[config.mk]
export PLATFORM = sky130hd
export DESIGN_NAME = video_shifter
export DESIGN_NICKNAME = d
export VERILOG_FILES = /design/src/rtl/video_shifter.sv
export SDC_FILE = /design/constraint.sdc
export NUM_CORES = 1
export LEC_CHECK = 0
export BUFFER_PORTS_ARGS = -buffer_cell sky130_fd_sc_hd__buf_2
export CAP_MARGIN = 40
export CORE_UTILIZATION = 46
export DETAILED_ROUTE_END_ITERATION = 8
export GPL_TIMING_DRIVEN = 0
export PLACE_DENSITY_LB_ADDON = 0.08
export SYNTH_ARGS = -nofsm -noshare
export SYNTH_HDL_FRONTEND = slang
export SYNTH_SLANG_ARGS = --single-unit
[constraint.sdc]
create_clock -name clk -period 1.9 [get_ports clk]
set_input_delay 0.38 -clock clk [delete_from_list [all_inputs] [get_ports clk]]
set_output_delay 0.38 -clock clk [all_outputs]
set_load 0.01 [all_outputs]
[src/rtl/video_shifter.sv]
// Character-mode video shifter: fetches a screen code and glyph row per 8-pixel character slot.
// Optional reverse video (code bit 7) is enabled by defining VIDEO_SHIFTER_INVERT_EN.
module video_shifter (
   input  logic        clk,
   input  logic        reset,
   output logic        cclk_en,
   input  logic        de,
   input  logic [9:0]  ma,
   input  logic [4:0]  ra,
   input  logic        hsync_in,
   input  logic        vsync_in,
   input  logic        graphic,
   output logic        vram_req,
   output logic [9:0]  vram_addr,
   input  logic        vram_ack,
   input  logic [7:0]  vram_data,
   output logic [10:0] rom_addr,
   input  logic [7:0]  rom_data,
   output logic        video,
   output logic        hsync,
   output logic        vsync,
   output logic        underrun,
   input  logic        underrun_clr
);

   typedef enum logic [0:0] {StIdle, StWait} fetch_e;

   fetch_e      fetch_q, fetch_d;
   logic [2:0]  p_q;
   logic        de_q, hs_q, vs_q;
   logic [4:0]  ra_q;
   logic [7:0]  code_q, code_d;
   logic [7:0]  glyph_q;
   logic [7:0]  shift_q;
   logic [7:0]  load_val;
   logic        ack_take, timeout, blank, inv;

   assign cclk_en = (p_q == 3'd7);
   assign video   = shift_q[7];

   always_ff @(posedge clk or posedge reset) begin
      if (reset) begin
         fetch_q <= StIdle;
      end else begin
         fetch_q <= fetch_d;
      end
   end

   // Request window is phases 0..4; an unanswered request times out into a blank code.
   always_comb begin
      fetch_d  = fetch_q;
      ack_take = 1'b0;
      timeout  = 1'b0;
      vram_req = (fetch_q == StWait);
      case (fetch_q)
         StIdle: begin
            if (p_q == 3'd7 && de) fetch_d = StWait;
         end
         StWait: begin
            if (vram_ack) begin
               ack_take = 1'b1;
               fetch_d  = StIdle;
            end else if (p_q == 3'd4) begin
               timeout = 1'b1;
               fetch_d = StIdle;
            end
         end
         default: fetch_d = StIdle;
      endcase
   end

   always_comb begin
      code_d = code_q;
      if (ack_take) begin
         code_d = vram_data;
      end else if (timeout) begin
         code_d = 8'h20;
      end
   end

   assign blank = !de_q || (ra_q > 5'd7);

`ifdef VIDEO_SHIFTER_INVERT_EN
   assign inv = code_q[7];
`else
   assign inv = 1'b0;
`endif

   assign load_val = blank ? 8'h00 : (glyph_q ^ {8{inv}});

   always_ff @(posedge clk or posedge reset) begin
      if (reset) begin
         p_q       <= 3'd0;
         de_q      <= 1'b0;
         ra_q      <= 5'd0;
         hs_q      <= 1'b0;
         vs_q      <= 1'b0;
         vram_addr <= 10'd0;
         code_q    <= 8'd0;
         rom_addr  <= 11'd0;
         glyph_q   <= 8'd0;
         shift_q   <= 8'd0;
         hsync     <= 1'b0;
         vsync     <= 1'b0;
         underrun  <= 1'b0;
      end else begin
         p_q    <= p_q + 3'd1;
         code_q <= code_d;
         // Slot boundary: sample the CRTC and emit the previous slot's pixels and syncs.
         if (p_q == 3'd7) begin
            de_q    <= de;
            ra_q    <= ra;
            hs_q    <= hsync_in;
            vs_q    <= vsync_in;
            shift_q <= load_val;
            hsync   <= hs_q;
            vsync   <= vs_q;
            if (de) vram_addr <= ma;
         end else begin
            shift_q <= {shift_q[6:0], 1'b0};
         end
         if (p_q == 3'd4) rom_addr <= {graphic, code_d[6:0], ra_q[2:0]};
         if (p_q == 3'd6) glyph_q <= rom_data;
         if (timeout) begin
            underrun <= 1'b1;
         end else if (underrun_clr) begin
            underrun <= 1'b0;
         end
      end
   end

endmodule

After elaboration in Yosys (flattened, before gate mapping)
Cells that the tools add are included.
Operators by class
  bitwise gates (word level): 1
  mux-type cells: 15
  multiply operators: 0
  order comparisons: 1
  shift operators: 0
  add/subtract/negate cells: 1
  equality and inequality tests: 3
  reduce and logical (&&, ||, !) cells: 5
  divide/modulo/power cells: 0
Operators with widths (number)
  8-bit 2-to-1 mux: 2
  7-bit 2-to-1 mux: 2
  1-bit 2-to-1 mux: 10
  3-bit equality test, second input constant: 3
  5-bit by 3-bit > comparator with 1-bit output, second input constant: 1
  3-bit by 1-bit adder with 3-bit output, second input constant: 1
  1-bit one-hot mux with 2 select lines: 1
  2-bit AND reduction: 1
  2-bit nonzero test: 1
  1-bit logical AND: 1
  1-bit logical NOT: 1
  1-bit logical OR: 1
  1-bit NOT: 1
Storage, ports and cells
  register bits: 59
  output and inout bits: 27
  word-level logic and storage cells: 40
  memories: 0
  memory bits (writable): 0
  bits in latches: 0
  bits of input ports: 39
  memory bits (read-only): 0

Logic depth before layout (Yosys ltp)
  depth in word-level cells: 6
  mapped depth: 5
  mapped depth without buffers: 4

Worst setup path before layout
Ideal clock, no wire load.
  path kind: register to register
  start: register p_q[1]
  end: register vram_addr[0]
  clock period less this slack: 1.517 ns
  cell stages (with the launch flop): 6
  data arrival time: 1.392 ns
  buffers on the path: 1
  required time: 1.775 ns
  slack: 0.383 ns
  setup time: 0.125 ns
  path through: dfrtp_1 > ha_1 > ha_1 > nand2_1 > buf_6 > mux2_2
Between the ends
  longest elaborated chain between the ends: 2
RTL lines
  from (decl): line 29  | logic [2:0] p_q;
  from (signal assigned): line 107  | p_q <= p_q + 3'd1;
  3-bit equality test
  named net cclk_en: line 6  | output logic cclk_en,
  2-bit AND reduction (no source line)
  to (signal assigned): line 118  | if (de) vram_addr <= ma;
  to (decl): line 14  | output logic [9:0] vram_addr,
The timed path passes the listed nets, and every way through them passes these cells.
A chain may end at the register's enable or synchronous reset.

Final worst setup path
  start: register p_q[1]
  end: output cclk_en
Between the ends
  longest elaborated chain between the ends: 1
RTL lines
  3-bit equality test: line 38  | assign cclk_en = (p_q == 3'd7);
  to (decl): line 6
No other way between the ends.

==> run summary <==
Result of the run: finished, final reports clean
Required time of the critical path: 1.52 ns
Number of global-route vias before repair: 1642
CP endpoint kind: output pin
Final cell count without fillers: 314
Setup crit start kind: register
Initial Utilization: 48.5%
Endpoint of the worst setup timing path: cclk_en
GR met1 Demand/Resource: 23.4%
Die footprint: 5360 µm²
Critical path data arrival time: 1.31 ns
Register-to-Register Setup Slack: 0.30 ns
CTS root buffer: clkbuf_8
Worst clock skew: 0.00500 ns
Number of clock buffers inserted by TritonCTS: 9
Seq/Total Area, Yosys: 63.2%
# DRC: 0
Maximum level of the CTS H-tree: 3
Total routing resource utilization after global routing: 19.6%
Portion of synthesized cell area occupied by the leading cell type: 63.2%
Final instance area: 2950 µm²
Total vias in the final route: 1576
Share of flip-flops with an asynchronous set or reset: 100%
Post-route setup TNS: 0 ns
Placed Cells: 299
Most used standard cells in the synthesized netlist: 59 x dfrtp_1, 31 x mux2_2, 13 x inv_1, 7 x a22o_1, 7 x o211ai_1
First element of the critical path: p_q[1]$_DFF_PP0_
Transition time of the tightest slew-check pin: 0.443 ns
Category of the most critical setup path: reg2out
Port Buf Inserts: 63
Worst-path cell with the longest stage delay: dfrtp_1
Global-route wire length before repair: 7660 µm
Syn avg cell area: 13.9 µm²
Critical Path Most Common Cell: ha_1
Worst-case headroom to the max-slew limit: 70.4%
Worst VDD drop: 0.463 mV
DRT Pass-1 Iters: 6
Max incr delay on CP: 0.40 ns
Insertion delay of the later-clocked pin in the worst-skew pair: 0.33 ns
Final number of max-transition violations: 0
Routed length per placed instance: 14.4 µm
Floorplan row count: 25
Layout cells sized above 1: 48.6%
Leading post-synthesis cells by cell area: dfrtp_1 63%, mux2_2 15%, a22o_1 2.6%, o211ai_1 2.3%, ha_1 2.1%
Number of primary I/O pins: 66
Final GP Congestion: 0.754
Number of antenna diodes: 0
Logic depth of the worst register-to-register path: 5
Post-synthesis cell type with the largest combined area: dfrtp_1
M2 GR Usage: 32.6%
Clock sinks: 59
Number of max-capacitance violations reported: 0
Total Wirelength: 4530 µm
Setup-violating endpoint count in the final report: 0
Worst reg2reg path startpoint: p_q[1]$_DFF_PP0_
Primary FF master, synth: dfrtp_1
Area growth from synthesis to layout: 26.4%
Cell area after technology mapping: 2330 µm²
Count of flip-flops with a built-in enable after synthesis: 0
Overall die height: 73.2 µm
Unrepaired setup endpoints after global routing: false
GRT busiest layer: met2
Worst hold path type: in2async
Die Span X: 73.2 µm
Hold-fix buffers at CTS: 0
R2r endpoint: vram_addr[6]$_DFFE_PP0P_
Number of design-rule violations left by the first detailed-router iteration: 88
Post-layout nets: 286
Fin crit period: 1.69 ns
Cell Chain, Critical Path: ha_1 -> ha_1 -> buf_2
Pin count of the biggest net entering global routing: 41
Antenna violations before repair: 0
Number of setup buffers added after CTS: 0
Number of distinct library cell variants in the gate-level netlist after synthesis: 28
Core Region: 4820 µm²
Met3 capacity usage during global routing: 4.70%
Cells after Synth: 168
Antenna Nets Post-Route: 0
Number of endpoints with negative hold slack in the final report: 0
PD cells: 915 nW/µm²
Remaining global-route overflow: 0
Post-DR vias/cell: 5.02
Max Buffers Root-to-Sink: 2
Timing-limited maximum frequency: 590 MHz
Cells resized by post-CTS repair: 0
Syn Nets: 211
Crit path max fanout: 5
Synth Register Bits: 59
Post-DP HPWL: 3240 µm
Ratio of final minimum period to clock period: 89.1%
Placed Instance Area: 2750 µm²
TritonCTS clock tree: done
Count leader, synth: dfrtp_1
Standby leakage power: 1.46 nW
Clock-pin slew of the registers on the worst-case setup and hold paths: 0.06 ns
Count of yosys warnings during synthesis: 0
where the power goes:
group	leakage, nW	internal [W]	switching, W
clock	0.105	0.000643	0.000453
sequential	0.694	0.00133	0.0000376
combinational	0.664	0.000119	0.000116
total	1.46	0.00209	0.000606
worst min path at each step:
stage	endpoint	cells past startpoint
after floorplan	p_q[0]$_DFF_PP0_	1
after global placement	p_q[0]$_DFF_PP0_	1
after detailed placement	vram_addr[1]$_DFFE_PP0P_	2
after CTS	vram_addr[1]$_DFFE_PP0P_	2
after global routing	vram_addr[1]$_DFFE_PP0P_	2
final	vram_addr[1]$_DFFE_PP0P_	2
flip-flops by register name, indices dropped and copies added (netlist names):
signal     cells
vsync          1
rom_addr      11
vram_addr     10
underrun       1
p_q            3
hs_q           1
vs_q           1
ra_q           5
de_q           1
vram_req       1
glyph_q        8
hsync          1
shift_q        8
code_q         7
stage by stage:
step                setup slack [ns]  util (%)  power [W]  hold WS, ns
floorplan                     0.0637         -    0.00151        0.434
global placement              -0.518      56.8    0.00161        0.445
detailed placement             0.282      57.2    0.00163        0.414
CTS                            0.176      61.3    0.00273       0.0586
global route                   0.131      61.3    0.00283       0.0781
finish                         0.206      61.3    0.00270       0.0590
layer usage:
layer / share of wire (%) / vias to the layer above
li1: - / 745
met1: 43 / 777
met2: 51 / 45
met3: 4.0 / 9
met4: 1.8 / 0
met5: 0 / -
final cells by class:
type,instances,area (µm²)
repair buffers,64,335
well taps,67,83.8
clock buffers,14,193
inverters,13,48.8
flip-flops and latches,59,1480
plain buffers,8,52.6
clock inverters,1,5.00
multi-input cells,88,757
fillers,419,1870
cells by family after synthesis:
kind of cell | after synthesis | share of synthesized area, %
DFF | 59 | 63.2
muxes | 32 | 15.4
AOI/OAI and AO/OA | 31 | 9.38
buffers and inverters | 21 | 4.34
and+or+nand+nor | 21 | 5.52
adders and majority gates | 4 | 2.14
worst max-delay path: cells and delay by family (launching register included):
family | cells | cell delay [ns]
fa+ha+maj | 2 | 0.43
buf+inv | 1 | 0.16
flops | 1 | 0.40
placed cells by master, fill, tap and decap left out, drive strengths merged, types with 2 or more instances in the layout:
cell type | netlist | final
inv | 13 | 13
mux2 | 31 | 31
a31oi | 6 | 6
a22o | 7 | 7
nand2b | 6 | 6
ha | 4 | 4
dfrtp | 59 | 59
clkbuf | 2 | 16
o211ai | 7 | 7
nand3 | 6 | 6
and2 | 2 | 2
nand2 | 3 | 3
buf | 6 | 70
a21oi | 6 | 6
Note: power is estimated with default switching activity, not from simulation.
